$ cat src/rtl/gb_bus_pkg.sv
// Shared encodings for the external memory bus: owner codes, T-phase numbers
// and default bus widths.
package gb_bus_pkg;

   localparam int ADDR_W_DEF = 16;
   localparam int DATA_W_DEF = 8;

   localparam logic [1:0] OWN_NONE = 2'd0;
   localparam logic [1:0] OWN_CPU  = 2'd1;
   localparam logic [1:0] OWN_DMA  = 2'd2;

   localparam logic [1:0] T1 = 2'd0;
   localparam logic [1:0] T2 = 2'd1;
   localparam logic [1:0] T3 = 2'd2;
   localparam logic [1:0] T4 = 2'd3;

   // Width of the DMA run counter; at least one bit so the strict-priority
   // build (max_run == 0) still has a legal vector.
   function automatic int run_w(input int max_run);
      return (max_run < 2) ? 1 : $clog2(max_run + 1);
   endfunction

endpackage

$ cat src/rtl/bus_arb_pick.sv
// Priority/fairness selector: decides who owns the next M-cycle from the
// sampled requests and the current DMA run length.
module bus_arb_pick
   import gb_bus_pkg::*;
#(
   parameter int MAX_DMA_RUN = 4,
   parameter int RUN_W       = 3
) (
   input  logic             cpu_req,
   input  logic             dma_req,
   input  logic [RUN_W-1:0] run_cnt,
   output logic [1:0]       next_owner
);

   logic run_full;

   assign run_full = (MAX_DMA_RUN != 0) && (run_cnt == RUN_W'(MAX_DMA_RUN));

   // NOTE: every output of a combinational block gets a default first so no
   // path leaves it unassigned and a latch cannot be inferred.
   always_comb begin
      next_owner = OWN_NONE;
      if (cpu_req && dma_req) begin
         next_owner = run_full ? OWN_CPU : OWN_DMA;
      end else if (cpu_req) begin
         next_owner = OWN_CPU;
      end else if (dma_req) begin
         next_owner = OWN_DMA;
      end
   end

endmodule

$ cat src/rtl/mem_bus_arbiter.sv
// Owns the external memory bus: free-running T1..T4 phase, CPU/DMA arbitration
// at each M-cycle boundary, request latching and per-phase strobe generation.
module mem_bus_arbiter
   import gb_bus_pkg::*;
#(
   parameter int ADDR_W      = ADDR_W_DEF,
   parameter int DATA_W      = DATA_W_DEF,
   parameter int MAX_DMA_RUN = 4
) (
   input  logic              clk,
   input  logic              rst,

   input  logic              cpu_req,
   input  logic              cpu_we,
   input  logic [ADDR_W-1:0] cpu_addr,
   input  logic [DATA_W-1:0] cpu_wdata,
   output logic              cpu_ack,
   output logic [DATA_W-1:0] cpu_rdata,
   output logic              cpu_wait,

   input  logic              dma_req,
   input  logic              dma_we,
   input  logic [ADDR_W-1:0] dma_addr,
   input  logic [DATA_W-1:0] dma_wdata,
   output logic              dma_ack,
   output logic [DATA_W-1:0] dma_rdata,

   output logic [ADDR_W-1:0] mem_addr,
   output logic [DATA_W-1:0] mem_wdata,
   input  logic [DATA_W-1:0] mem_rdata,
   output logic              mem_rd,
   output logic              mem_wr,
   output logic              mem_oe,

   output logic [1:0]        t_cycle,
   output logic [1:0]        owner
);

   localparam int RUN_W = run_w(MAX_DMA_RUN);

   logic [1:0]        t_q;
   logic [1:0]        owner_q;
   logic [RUN_W-1:0]  run_q;
   logic              we_q;
   logic [ADDR_W-1:0] addr_q;
   logic [DATA_W-1:0] wdata_q;
   logic [DATA_W-1:0] mem_wdata_q;
   logic [DATA_W-1:0] cpu_rdata_q;
   logic [DATA_W-1:0] dma_rdata_q;

   logic [1:0]        next_owner;
   logic [RUN_W-1:0]  next_run;
   logic              owned;
   logic              data_phase;

   bus_arb_pick #(
      .MAX_DMA_RUN (MAX_DMA_RUN),
      .RUN_W       (RUN_W)
   ) u_pick (
      .cpu_req    (cpu_req),
      .dma_req    (dma_req),
      .run_cnt    (run_q),
      .next_owner (next_owner)
   );

   // Run length only grows while the CPU is actually being held off.
   always_comb begin
      next_run = '0;
      if (next_owner == OWN_DMA && cpu_req) begin
         next_run = (run_q == RUN_W'(MAX_DMA_RUN)) ? run_q : run_q + 1'b1;
      end
   end

   // NOTE: state registers use non-blocking assignments so every flop samples
   // the pre-edge value of its neighbours regardless of statement order.
   always_ff @(posedge clk or negedge rst) begin
      if (!rst) begin
         t_q         <= T1;
         owner_q     <= OWN_NONE;
         run_q       <= '0;
         we_q        <= 1'b0;
         addr_q      <= '0;
         wdata_q     <= '0;
         mem_wdata_q <= '0;
         cpu_rdata_q <= '0;
         dma_rdata_q <= '0;
      end else begin
         t_q <= t_q + 2'd1;

         if (t_q == T1 && owner_q != OWN_NONE && we_q) begin
            mem_wdata_q <= wdata_q;
         end

         if (t_q == T3 && !we_q) begin
            if (owner_q == OWN_CPU) cpu_rdata_q <= mem_rdata;
            if (owner_q == OWN_DMA) dma_rdata_q <= mem_rdata;
         end

         if (t_q == T4) begin
            owner_q <= next_owner;
            run_q   <= next_run;
            if (next_owner == OWN_CPU) begin
               addr_q  <= cpu_addr;
               we_q    <= cpu_we;
               wdata_q <= cpu_wdata;
            end else if (next_owner == OWN_DMA) begin
               addr_q  <= dma_addr;
               we_q    <= dma_we;
               wdata_q <= dma_wdata;
            end
         end
      end
   end

   assign owned      = (owner_q != OWN_NONE);
   assign data_phase = (t_q == T2) || (t_q == T3);

   // Strobes decode straight from flops so an async reset drops them at once.
   assign mem_rd    = owned && !we_q && data_phase;
   assign mem_oe    = owned &&  we_q && data_phase;
   assign mem_wr    = owned &&  we_q && (t_q == T3);
   assign mem_addr  = addr_q;
   assign mem_wdata = mem_wdata_q;

   assign cpu_ack   = (owner_q == OWN_CPU) && (t_q == T4);
   assign dma_ack   = (owner_q == OWN_DMA) && (t_q == T4);
   assign cpu_rdata = cpu_rdata_q;
   assign dma_rdata = dma_rdata_q;
   assign cpu_wait  = rst && cpu_req && (owner_q != OWN_CPU);

   assign t_cycle = t_q;
   assign owner   = owner_q;

endmodule

$ cat config.mk
export PLATFORM = sky130hd
export DESIGN_NAME = mem_bus_arbiter
export DESIGN_NICKNAME = d
export VERILOG_FILES = /design/src/rtl/gb_bus_pkg.sv /design/src/rtl/bus_arb_pick.sv /design/src/rtl/mem_bus_arbiter.sv
export SDC_FILE = /design/constraint.sdc
export NUM_CORES = 1
export LEC_CHECK = 0
export CORE_AREA = 5 5 81 83
export CTS_BUF_LIST = sky130_fd_sc_hd__clkbuf_2 sky130_fd_sc_hd__clkbuf_4 sky130_fd_sc_hd__clkbuf_8
export CTS_CLUSTER_DIAMETER = 40
export CTS_CLUSTER_SIZE = 16
export DETAILED_ROUTE_END_ITERATION = 8
export DIE_AREA = 0 0 86 88
export GPL_ROUTABILITY_DRIVEN = 0
export HOLD_SLACK_MARGIN = 0.15
export PLACE_DENSITY = 0.87
export SYNTH_ARGS = -nofsm -noshare
export SYNTH_HDL_FRONTEND = slang
export SYNTH_SLANG_ARGS = --single-unit
export TNS_END_PERCENT = 100
$ cat constraint.sdc
create_clock -name clk -period 2.45 [get_ports clk]
set_clock_uncertainty 0.15 [all_clocks]
set_input_delay 0.245 -clock clk [delete_from_list [all_inputs] [get_ports clk]]
set_output_delay 0.245 -clock clk [all_outputs]
set_load 0.1 [all_outputs]
==> summary.txt, run 1 <==
CTS
  • H-tree Lvls: 2
  • CTS tree: yes
  • CTS root buf: clkbuf_8
  • Clock buffer depth: 2
  • Clock transition at path regs: around 0.09 ns
  • Clock Sinks: 56
  • Clk_lat worst skew: 0.30 ns
  • Post-CTS resize count: 0
  • Post-CTS Hold Fix Bufs: 1
  • Total CTS buffers: 5
  • Setup Fix Bufs, Post-CTS: 0

Layout
  • Multi-input logic area: 1200 um^2
  • Layout cells sized above 1: 35.4%
  • Layout area overhead: 46.3%
  • NumNets Final: 416
  • Register Area: 1400 um^2
  • Fill cells: 441
  • # diodes: 0

Placed design
  • Detailed placement HPWL: 5300 um
  • IO buf count: 111
  • DP Worst Slack: 0.535 ns

STA
  • Final Max Slew Viols: 0
  • Unrepaired setup endpoints after global routing: no
  • Final hold violations: 0
  • Slew HR: 54.5%
  • Final setup fails: 0
  • Worst-margin pin slew: 0.683 ns
  • Highest Clock Rate: 462 MHz
  • Setup WS post-layout: approximately 0.28 ns
  • Final period demand of the worst path: roughly 2.2 ns
  • Final period util: 88.4%
  • Setup TNS: 0 ns

Global routing
  • Largest net degree at the start of global routing: 57
  • First-pass GRT wire length: 11400 um
  • Vias in the first global route: 2343
  • Initial antenna violation count: 0
  • GRT Util Overall: 19.1%
  • Grt ovf: 0

Power and ir drop
  • Power per cell area: 822 nW/um^2
  • Leak: ~1.7 nW
  • Worst vdd ir: 0.537 mV
  • Total power: around 3.2 mW

Drt
  • WL per Instance: 16.4 um
  • Vias: 2245
  • Detail Route Antenna Nets: 0
  • Pre-Repair DR Iteration Count: 4
  • Vias per cell: 5.28
  • Iteration-0 DRC Markers: 95
  • Drt total wl: 6960 um
  • DRC viols: 0

Synthesis
  • Synth area leaders: dfrtp_1 52%, mux2_2 10%, o211ai_2 9.3%
  • Post-synthesis cell area: about 2700 um^2
  • Synth Net Count: 305
  • Gate Count Post-Synth: 238
  • Commonest cells post-synth: 56 x dfrtp_1, 51 x nand2_1, 26 x nand4_1
  • Post-synthesis average cell area: 11.3 um^2
  • Yosys top cell area share: 52.1%
  • Yosys warnings: 0
  • Sequential cell area fraction in the yosys report: between 50% and 60%
  • Yosys cell types: 31
  • Most used DFF post-synth: dfrtp_1
  • Number of flops mapped to enable cells by yosys: 0
  • Ys async rst share: 100%
  • Synthesized flop and latch total: 56
  • Top-count cell post-synth: dfrtp_1
  • Yosys top cell by area: dfrtp_1

Worst setup path
  • Type of origin of the critical path: flip-flop
  • CP endpoint kind: output pin
  • Crit path DAT: between 1.5 and 2 ns
  • Worst Path Max Fanout: 10
  • Setup CP Type: reg -> out
  • Critical Path RT: approximately 2.1 ns

Run status
  • Status: completed

Floorplan
  • Die Area: 7570 um^2
  • Die X: 86 um
  • Rows: 28
  • Core Region: about 5800 um^2
  • Starting density of the core: 46.6%
  • Die Ht: 88 um
  • Number of top-level pins: 112

Run
  • Max Cap Viol: 0

Worst hold path
  • Hold/Removal Path Class: reg -> reg
==> stage by stage <==
stage          instance area (um^2)  util, %  std cells  hold WS (ns)
4_1_cts                        3940     68.1        425         0.342
2_1_floorplan                  2730        -        238        -0.201
3_3_place_gp                   3840     66.4        416         0.304
5_1_grt                        3940     68.1        425         0.360
3_5_place_dp                   3840     66.4        416         0.304
6_report                       3940     68.1        425         0.349
==> worst paths after layout <==
kind	from	endpoint	slack, ns	cells after the start
max in group asynchronous	rst	t_cycle[0]	1.19	3
worst min-delay path	mem_addr[4]	mem_addr[4]	0.35	2
worst max-delay path	t_cycle[1]	dma_ack	0.28	4
worst max register to register	t_cycle[1]	mem_addr[11]	0.58	6
min in group asynchronous	rst	mem_wdata[6]	0.47	3
worst min register to register	mem_addr[4]	mem_addr[4]	0.35	2
==> placed cells by master (no fill, tap or decap), types with 5 or more instances in the layout <==
cell and instances:
mux2_2 25, buf_4 57, nand4_1 26, clkdlybuf4s50_1 60
inv_1 6, nand2_1 51, ha_1 5, dfrtp_1 54
o211ai_1 5, o211ai_2 20, clkbuf_8 5
==> metal layers <==
metal	GRT usage (%)	up-vias	wire length, um	share of wire (%)
met5	0	-	0	0
met4	5.47	0	81	1.2
met3	4.99	7	692	9.9
met2	32.3	108	3360	48
met1	24.4	1060	2830	41
li1	-	1070	-	-
==> flip-flops by register name, indices dropped and copies added (netlist names) <==
name / flops
cpu_rdata: 8
we_q: 1
mem_addr: 16
owner: 2
dma_rdata: 8
run_q: 3
mem_wdata: 8
wdata_q: 8
t_cycle: 2
==> final cells by class <==
class | count | area share (%)
Sequential cell | 56 | 35.7
Multi-Input combinational cell | 157 | 30.6
Timing Repair Buffer | 123 | 28.5
Tap cell | 75 | 2.38
Clock buffer | 6 | 1.94
Inverter | 6 | 0.572
Clock inverter | 2 | 0.318
==> logic make-up after synthesis <==
family / Yosys count / share of synthesized area, %
AOI/OAI and AO/OA: 34 / 13.1
and+or+nand+nor: 91 / 16.9
DFF: 56 / 52.1
buffers and inverters: 25 / 4.46
muxes: 27 / 11.2
adders and majority gates: 5 / 2.32
==> worst max-delay path, stage by stage, from the launching register on <==
cell     delay [ns]
dfrtp_2        0.39
ha_1           0.42
inv_1          0.19
nor3b_4        0.26
buf_12         0.20
==> report_power, final <==
group	internal (mW)	total [mW]	leakage [nW]	switching, mW
logic	0.381	1.58	1.03	1.20
clock network	0.212	0.499	0.0446	0.287
registers	1.07	1.16	0.677	0.0895
total	1.66	3.24	1.75	1.57
(Power assumes the default switching activity.)
==> run 2, diff against run 1 <==
--- a/config.mk
+++ b/config.mk
@@ -5,6 +5,7 @@
 export SDC_FILE = /design/constraint.sdc
 export NUM_CORES = 1
 export LEC_CHECK = 0
+export CAP_MARGIN = 25
 export CORE_AREA = 5 5 81 83
 export CTS_BUF_LIST = sky130_fd_sc_hd__clkbuf_2 sky130_fd_sc_hd__clkbuf_4 sky130_fd_sc_hd__clkbuf_8
 export CTS_CLUSTER_DIAMETER = 40
==> results of run 2 <==
No change in the layout: final DEF, timing and power equal those of run 1.
